<file path="src/rtl/econet_pkg.sv">
// Shared register map, bit positions and byte-lane helpers for the Econet
// hardware control block.
package econet_pkg;

    localparam int unsigned DATA_W = 32;
    localparam int unsigned CTRL_W = 4;
    localparam int unsigned COUNT_W = 8;

    typedef enum logic [1:0] {
        REG_CTRL   = 2'd0,
        REG_PERIOD = 2'd1,
        REG_HIGH   = 2'd2,
        REG_STATUS = 2'd3
    } reg_addr_e;

    localparam int unsigned CTRL_CLKEN  = 0;
    localparam int unsigned CTRL_TERMEN = 1;
    localparam int unsigned CTRL_IRQ_EN = 2;
    localparam int unsigned CTRL_INVERT = 3;

    localparam int unsigned STAT_STICKY  = 0;
    localparam int unsigned STAT_LEVEL   = 1;
    localparam int unsigned STAT_CLR_CNT = 2;
    localparam int unsigned STAT_CNT_LSB = 8;

    // Replace only the byte lanes enabled in wr, keeping the rest of old.
    function automatic logic [DATA_W-1:0] merge_lanes(input logic [DATA_W-1:0] old,
                                                      input logic [DATA_W-1:0] data,
                                                      input logic [3:0]        wr);
        logic [DATA_W-1:0] mask;
        mask = {{8{wr[3]}}, {8{wr[2]}}, {8{wr[1]}}, {8{wr[0]}}};
        return (old & ~mask) | (data & mask);
    endfunction

endpackage

</file>
<file path="src/rtl/econet_hwctl_v2_if.sv">
// Register bus between the host and the Econet hardware control block.
interface econet_hwctl_v2_if;
    import econet_pkg::*;

    logic              select;
    logic [3:0]        wr;
    logic [1:0]        addr;
    logic [DATA_W-1:0] data_in;
    logic [DATA_W-1:0] data_out;

    modport master (output select, wr, addr, data_in, input data_out);
    modport slave  (input select, wr, addr, data_in, output data_out);
endinterface

</file>
<file path="src/rtl/econet_clkgen.sv">
// Econet line clock generator: free-running counter with shadowed period and
// high time so reprogramming only takes effect on a period boundary.
module econet_clkgen #(
    parameter int unsigned CNT_W      = 16,
    parameter int unsigned DEF_PERIOD = 99,
    parameter int unsigned DEF_HIGH   = 25
) (
    input  logic             clk,
    input  logic             reset_n,
    input  logic             clken,
    input  logic             invert,
    input  logic [CNT_W-1:0] period,
    input  logic [CNT_W-1:0] high,
    output logic             clkout
);

    logic [CNT_W-1:0] cnt_q;
    logic [CNT_W-1:0] period_sh_q;
    logic [CNT_W-1:0] high_sh_q;
    logic             restart;
    logic             raw;

    // Shadows follow the programmed values while idle and at every wrap.
    assign restart = !clken || (cnt_q == period_sh_q);
    assign raw     = cnt_q < high_sh_q;

    always_ff @(posedge clk or negedge reset_n) begin
        if (!reset_n) begin
            cnt_q       <= '0;
            period_sh_q <= CNT_W'(DEF_PERIOD);
            high_sh_q   <= CNT_W'(DEF_HIGH);
            clkout      <= 1'b0;
        end else begin
            clkout <= clken & (raw ^ invert);
            if (restart) begin
                cnt_q       <= '0;
                period_sh_q <= period;
                high_sh_q   <= high;
            end else begin
                cnt_q <= cnt_q + CNT_W'(1);
            end
        end
    end

endmodule

</file>
<file path="src/rtl/econet_hwctl_v2.sv">
// Econet hardware control: register file, clock generator and synchronised
// collision detector with sticky interrupt and saturating event count.
module econet_hwctl_v2
    import econet_pkg::*;
#(
    parameter int unsigned CNT_W       = 16,
    parameter int unsigned DEF_PERIOD  = 99,
    parameter int unsigned DEF_HIGH    = 25,
    parameter int unsigned SYNC_STAGES = 2
) (
    input  logic               clk,
    input  logic               reset_n,
    econet_hwctl_v2_if.slave   bus,
    input  logic               collision_detect,
    output logic               econet_clken,
    output logic               econet_termen,
    output logic               econet_clkout,
    output logic               coldet_interrupt
);

    logic [CTRL_W-1:0]      ctrl_q;
    logic [CNT_W-1:0]       period_q;
    logic [CNT_W-1:0]       high_q;
    logic                   sticky_q;
    logic [COUNT_W-1:0]     count_q;
    logic [SYNC_STAGES-1:0] sync_q;
    logic [SYNC_STAGES-1:0] fill_q;
    logic                   prev_q;
    logic                   armed_q;
    logic                   col_sync;
    logic                   col_event;
    logic                   wr_en;
    logic                   status_wr;
    logic                   clr_sticky;
    logic                   clr_count;
    reg_addr_e              addr;

    assign addr       = reg_addr_e'(bus.addr);
    assign wr_en      = bus.select && (bus.wr != 4'b0000);
    assign status_wr  = wr_en && bus.wr[0] && (addr == REG_STATUS);
    assign clr_sticky = status_wr && bus.data_in[STAT_STICKY];
    assign clr_count  = status_wr && bus.data_in[STAT_CLR_CNT];
    assign col_sync   = sync_q[SYNC_STAGES-1];
    assign col_event  = armed_q && col_sync && !prev_q;

    always_ff @(posedge clk or negedge reset_n) begin
        if (!reset_n) begin
            ctrl_q   <= '0;
            period_q <= CNT_W'(DEF_PERIOD);
            high_q   <= CNT_W'(DEF_HIGH);
        end else if (wr_en) begin
            case (addr)
                REG_CTRL:   if (bus.wr[0]) ctrl_q <= bus.data_in[CTRL_W-1:0];
                REG_PERIOD: period_q <= CNT_W'(merge_lanes(DATA_W'(period_q), bus.data_in, bus.wr));
                REG_HIGH:   high_q   <= CNT_W'(merge_lanes(DATA_W'(high_q), bus.data_in, bus.wr));
                default:    ;
            endcase
        end
    end

    // Edge detection arms only once a settled low level has been observed,
    // so a collision held high through reset release is not counted.
    always_ff @(posedge clk or negedge reset_n) begin
        if (!reset_n) begin
            sync_q  <= '0;
            fill_q  <= '0;
            prev_q  <= 1'b0;
            armed_q <= 1'b0;
        end else begin
            sync_q <= {sync_q[SYNC_STAGES-2:0], collision_detect};
            fill_q <= {fill_q[SYNC_STAGES-2:0], 1'b1};
            prev_q <= col_sync;
            if (fill_q[SYNC_STAGES-1] && !col_sync) armed_q <= 1'b1;
        end
    end

    // A new event wins over a coincident clear.
    always_ff @(posedge clk or negedge reset_n) begin
        if (!reset_n) begin
            sticky_q <= 1'b0;
            count_q  <= '0;
        end else begin
            sticky_q <= col_event | (sticky_q & ~clr_sticky);
            if (clr_count) begin
                count_q <= col_event ? COUNT_W'(1) : '0;
            end else if (col_event && (count_q != '1)) begin
                count_q <= count_q + COUNT_W'(1);
            end
        end
    end

    always_comb begin
        bus.data_out = '0;
        case (addr)
            REG_CTRL:   bus.data_out[CTRL_W-1:0] = ctrl_q;
            REG_PERIOD: bus.data_out = DATA_W'(period_q);
            REG_HIGH:   bus.data_out = DATA_W'(high_q);
            REG_STATUS: begin
                bus.data_out[STAT_STICKY]              = sticky_q;
                bus.data_out[STAT_LEVEL]               = col_sync;
                bus.data_out[STAT_CNT_LSB +: COUNT_W]  = count_q;
            end
            default:    ;
        endcase
    end

    assign econet_clken     = ctrl_q[CTRL_CLKEN];
    assign econet_termen    = ctrl_q[CTRL_TERMEN];
    assign coldet_interrupt = sticky_q & ctrl_q[CTRL_IRQ_EN];

    econet_clkgen #(
        .CNT_W      (CNT_W),
        .DEF_PERIOD (DEF_PERIOD),
        .DEF_HIGH   (DEF_HIGH)
    ) u_clkgen (
        .clk     (clk),
        .reset_n (reset_n),
        .clken   (ctrl_q[CTRL_CLKEN]),
        .invert  (ctrl_q[CTRL_INVERT]),
        .period  (period_q),
        .high    (high_q),
        .clkout  (econet_clkout)
    );

endmodule

</file>
<file path="src/flat_wrapper.sv">
// flat-port wrapper written by rule: the top's interface ports become plain ports
module econet_hwctl_v2_flat import econet_pkg::*;
#(
    parameter int unsigned CNT_W       = 16,
    parameter int unsigned DEF_PERIOD  = 99,
    parameter int unsigned DEF_HIGH    = 25,
    parameter int unsigned SYNC_STAGES = 2
)
  (clk, reset_n, collision_detect, econet_clken, econet_termen, econet_clkout, coldet_interrupt, bus_select, bus_wr, bus_addr, bus_data_in, bus_data_out);
  econet_hwctl_v2_if bus_i ();
  input  logic clk;
  input  logic reset_n;
  input  logic collision_detect;
  output logic econet_clken;
  output logic econet_termen;
  output logic econet_clkout;
  output logic coldet_interrupt;
  input wire logic [$bits(bus_i.select)-1:0] bus_select;
  input wire logic [$bits(bus_i.wr)-1:0] bus_wr;
  input wire logic [$bits(bus_i.addr)-1:0] bus_addr;
  input wire logic [$bits(bus_i.data_in)-1:0] bus_data_in;
  output wire logic [$bits(bus_i.data_out)-1:0] bus_data_out;
  assign bus_i.select = bus_select;
  assign bus_i.wr = bus_wr;
  assign bus_i.addr = bus_addr;
  assign bus_i.data_in = bus_data_in;
  assign bus_data_out = bus_i.data_out;
  econet_hwctl_v2 #(.CNT_W(CNT_W), .DEF_PERIOD(DEF_PERIOD), .DEF_HIGH(DEF_HIGH), .SYNC_STAGES(SYNC_STAGES)) u_core (.clk(clk), .reset_n(reset_n), .bus(bus_i), .collision_detect(collision_detect), .econet_clken(econet_clken), .econet_termen(econet_termen), .econet_clkout(econet_clkout), .coldet_interrupt(coldet_interrupt));
endmodule
</file>
<file path="config.mk">
export PLATFORM = sky130hd
export DESIGN_NAME = econet_hwctl_v2_flat
export DESIGN_NICKNAME = d
export VERILOG_FILES = /design/src/rtl/econet_pkg.sv /design/src/rtl/econet_hwctl_v2_if.sv /design/src/rtl/econet_clkgen.sv /design/src/rtl/econet_hwctl_v2.sv /design/src/flat_wrapper.sv
export SDC_FILE = /design/constraint.sdc
export NUM_CORES = 1
export LEC_CHECK = 0
export CAP_MARGIN = 20
export CORE_MARGIN = 4
export CORE_UTILIZATION = 52
export CTS_CLUSTER_DIAMETER = 30
export DETAILED_ROUTE_END_ITERATION = 12
export HOLD_SLACK_MARGIN = 0.12
export PLACE_DENSITY = 0.78
export SETUP_SLACK_MARGIN = 0.2
export SYNTH_ARGS = -nofsm -noshare
export SYNTH_HDL_FRONTEND = slang
export SYNTH_SLANG_ARGS = --single-unit
</file>
<file path="constraint.sdc">
create_clock -name clk -period 6.1 [get_ports clk]
set_clock_uncertainty 0.1 [all_clocks]
set_input_delay 1.22 -clock clk [delete_from_list [all_inputs] [get_ports clk]]
set_output_delay 1.22 -clock clk [all_outputs]
set_load 0.005 [all_outputs]
</file>
[Yosys cells after proc, flatten, opt, wreduce, memory -nomap -nowiden]
Index checks and enable logic that the tools add are counted.
Word-level totals
  word-level logic and storage cells: 60
  flip-flop bits (word level): 100
  bits of input ports: 42
  output and inout bits: 36
Cells by class
  muxes and demuxes: 8
  equal/unequal tests: 5
  add/subtract/negate cells: 2
  bitwise operators: 12
  reductions and logical operators: 19
  order comparisons: 1
Operator list (count)
  16-bit bitwise AND: 3
  16-bit OR: 2
  8-bit one-hot mux with 3 select lines: 1
  16-bit by 1-bit adder with 16-bit output (second input constant): 1
  16-bit equality test: 1
  16-bit less-than comparator: 1
  16-bit 2-to-1 mux: 1
  8-bit 2-to-1 mux: 2
  16-bit inverter: 1
  1-bit logical AND: 9
  8-bit by 1-bit adder with 8-bit output (second input constant): 1
  8-bit != test (second input constant): 1
  2-bit one-hot mux with 4 select lines: 1
  4-bit one-hot mux with 2 select lines: 1
  2-bit one-hot mux with 3 select lines: 1
  2-bit equality test (second input constant): 2
  2-bit AND reduction: 2
  4-bit nonzero test: 1
  1-bit bitwise AND: 3
  1-bit logical NOT: 3
  3-bit AND reduction: 1
  2-bit by 1-bit equality test with 1-bit output (second input constant): 1
  2-bit logical NOT: 1
  2-bit nonzero test: 1
  5 further kinds: 5

[Depth between registers and ports, before layout]
  depth after elaboration: 8
  mapped depth: 7
  depth with buffers taken out: 7

[By module]
From an unflattened synthesis, not the netlist that was laid out.
Unflattened totals
  cells, all modules: 437
  area, all modules: 4989.8 um^2
Modules (own cells, without submodules)
  econet_hwctl_v2: instances 1, area each 2506.2 um^2, seq. area each 1285.0 um^2, cells an instance 210
  econet_clkgen: instances 1, area each 2483.6 um^2, seq. area each 1234.9 um^2, cells an instance 227

[Least setup slack after synthesis]
No wires, ideal clock.
  path type: input to output
  start: input port bus_addr[0]
  end: output port bus_data_out[2]
  cell stages on the path: 6
  required time: 4.780 ns
  data arrival time: 2.231 ns
  setup slack: 2.549 ns
  path buffers: 2
  path through: inv_1 -> ha_1 -> clkbuf_1 -> clkbuf_1 -> a222oi_1 -> nor2_1
Between the ends
  longest elaborated chain between the ends: 2
  elaborated cells on any way between the ends: 4
  those cells by class: eq/ne: 2; mux: 1; reduce/logical: 1
Ends and longest elaborated chain
  start: declaration: RTL line flat_wrapper.sv:20  | input wire logic [$bits(bus_i.addr)-1:0] bus_addr;
  2-bit equality test (tied with other cells): RTL line econet_hwctl_v2.sv:94  | case (addr)
  2-bit one-hot mux with 3 select lines (*): RTL line econet_hwctl_v2.sv:94
  end: declaration: RTL line flat_wrapper.sv:22  | output wire logic [$bits(bus_i.data_out)-1:0] bus_data_out;
Every way passes the cells marked *; elsewhere a longest branch is shown, timed or not.

[Worst setup path after layout]
  start: input port bus_addr[0]
  end: output port bus_data_out[3]
Same word-level chain as after synthesis.

==> results.md <==
| Item | This run |
| --- | --- |
| Hold WS | 259 ps |
| Fillers | 733 |
| Final antenna-violating net count | 0 |
| N_diodes | 0 |
| Endpoints failing hold | 0 |
| Reported max-cap violation count | 0 |
| Leak pwr | 2.47 nW |
| Area of combinational cells with multiple inputs | 2200 µm² |
| Ratio of final minimum period to clock period | 0.777 |
| Share of final-layout standard cells stronger than drive strength 1 | 0.160 |
| Count of standard-cell rows | 35 |
| Core Box Area | 9240 µm² |
| Number of buffers inserted by hold repair at cts | 0 |
| Setup repair after global routing missed its margin | no |
| Critical Path, Cell by Cell | clkdlybuf4s50_1 -> inv_1 -> ha_1 -> a222oi_1 -> nor2_1 -> clkdlybuf4s50_1 |
| Worst Setup Path Type | in2out |
| Netlist area before placement | 4940 µm² |
| Largest buffer count on any clock path | 2 |
| Cell class contributing the biggest share of worst-path delay | buffers and inverters |
| Delay of the slowest cell on the worst path | 630 ps |
| Setup TNS | 0 ps |
| Critical path arrival | 3420 ps |
| Routed length per placed instance | 16.4 µm |
| Vias per std cell | 5.48 |
| First-pass GRT wire length | 16800 µm |
| Number of gates resized after cts | 0 |
| Final Net Count | 536 |
| Hold path startpoint | u_core.fill_q[0] |
| Synth Register Bits | 100 |
| Most frequent cells in the layout | dfrtp_1, clkdlybuf4s50_1, mux2_2, nor2_1, nand2_1 |
| Buffer and inverter count on the worst path | 3 |
| Pin count of the biggest net entering global routing | 76 |
| Total half-perimeter wirelength after legalization and detailed placement | 7420 µm |
| Highest ir drop seen on vdd | 176 µV |
| Endpoint class of the critical path | output pin |
| Effective utilization at floorplan | 0.535 |
| Crit. Startpoint | bus_addr[0] |
| Average size of a mapped cell | 11.5 µm² |
| Class of the most critical hold timing path | reg2reg |
| Clock insertion delay at the later pin of the skew report | 360 ps |
| Number of pins exceeding their max-slew limit in the final report | 0 |
| Via count of the first global-routing pass | 3326 |
| Shortest period the worst path allows | 4740 ps |
| Clock buffers created by TritonCTS | 9 |
| # clock sinks | 100 |
| Primary FF master, synth | dfrtp_1 |
| Number of enable-type register cells in the synthesized netlist | 0 |
| TritonCTS clock tree | done |
| Total wire length | 9920 µm |
| Fraction of the yosys area taken by sequential cells | 0.510 |
| Transition at the pin with the smallest max-transition slack | 719 ps |
| Clock-pin transition on the worst setup and hold timing paths | 90 ps |
| Max H-tree Level | 3 |
| Largest area contributor in the synthesized netlist | dfrtp_1 |
| Drt first pass iters | 6 |
| Iter 0 DRT Violations | 245 |
| Width of the die | 105 µm |
| Status | finished, final reports clean |
| Register cell area after layout | 2520 µm² |
| Die Y | 105 µm |
| Post-synth top area share | 0.436 |
| Relative area change from synthesis to final layout | 13.8% |
| Most numerous cell on the critical path | clkdlybuf4s50_1 |
| Number of port buffers | 43 |
| Crit path required time | 4780 ps |
| Remaining routing DRC violations | 0 |
| Die outline area | 11100 µm² |
| Cell types with the largest area share after synthesis | dfrtp_1, mux2_2, dfstp_2 |
| Master cell of the clock root buffer | clkbuf_8 |
| Setup violations, final | 0 |
| Maximum frequency from static timing analysis | 0.211 GHz |
| Final weighted congestion in routability-driven placement | 0.838 |
| Count of warnings emitted by yosys | 0 |
| Number of distinct library cells after synthesis | 39 |
| Power per unit of standard cell area | 331 nW/µm² |
| Overall track demand over capacity in global routing | 0.190 |
| Critical path launch point type | input pin |
| Cell type of the slowest stage on the worst timing path | ha_1 |
| Cell count after synthesis | 429 |
| Number of placed I/O pins | 78 |
| Critical-path maximum fanout | 18 |
| Most frequent standard cell in the layout excluding fill and tap cells | dfrtp_1 |
| Proportion of synthesized flip-flops having asynchronous set or reset | 1.00 |
| Number of antenna violations at the first check in global routing | 0 |
| Max-Slew Margin vs Limit | 0.521 |
| Worst reg2reg path startpoint | u_core.u_clkgen.cnt_q[3] |
| Post-CTS setup buffer count | 0 |
| Count of vias placed by the detailed router | 3313 |
| Total congestion overflow | 0 |
-- cells in the mapped netlist (11+ instances only) --
master	n
buf_4	16
ha_1	23
nand4_1	11
xor2_1	13
xnor2_1	23
nand3_1	12
mux2_1	13
dfrtp_1	86
nand2_1	27
nor2_1	35
mux2_2	40
o21ai_0	17
dfstp_2	14
a222oi_1	12
inv_1	22
-- kinds of logic after synthesis --
group,synth area share
buf+inv,0.0565
compound gates,0.0752
fa+ha+maj,0.0583
mux,0.131
other cells,0.00152
xor+xnor,0.0638
simple gates,0.104
flops,0.510
-- cell type report --
class,count,area share
Clock inverter,6,0.00823
Sequential cell,100,0.448
Clock buffer,10,0.0245
Multi-Input combinational cell,291,0.391
Tap cell,129,0.0287
Timing Repair Buffer,47,0.0850
Inverter,22,0.0147
-- stage by stage --
stage	area, µm²	instances	worst slack [ps]	power (mW)	utilization
2_1_floorplan	5000	444	2550	1.30	-
3_3_place_gp	5410	588	1430	1.45	0.586
3_5_place_dp	5440	589	1380	1.48	0.589
4_1_cts	5620	605	1350	1.88	0.609
5_1_grt	5620	605	1130	1.99	0.609
6_report	5620	605	1360	1.86	0.609
-- where the power goes --
group / switching [mW] / internal (mW)
logic: 0.222 / 0.253
registers: 0.142 / 0.851
clock network: 0.233 / 0.162
total: 0.597 / 1.27
-- routing by layer --
metal  vias to the layer above  wire length (µm)  track usage
met5                         -                 0            0
met4                         0               108       0.0675
met3                        11               339       0.0276
met2                        73              5020        0.317
met1                      1668              4450        0.254
li1                       1561                 -            -
-- worst register-to-register path, cell delays in order (launching register included) --
cell,delay (ps)
dfrtp_1,480
xnor2_1,230
nand4_1,200
o41ai_4,410
buf_4,390
mux2_2,390
-- path summary, 6_finish.rpt --
| path | to | depth (start not counted) | slack [ps] |
|---|---|---|---|
| max | bus_data_out[3] | 6 | 1360 |
| min | u_core.fill_q[1] | 0 | 260 |
| max reg2reg | u_core.u_clkgen.period_sh_q[2] | 5 | 3800 |
| min reg2reg | u_core.fill_q[1] | 0 | 260 |
| max in group asynchronous | u_core.u_clkgen.high_sh_q[0] | 3 | 4400 |
| min in group asynchronous | asynchronous set/reset pin | 1 | 560 |
Note: power is estimated with default switching activity, not from simulation.
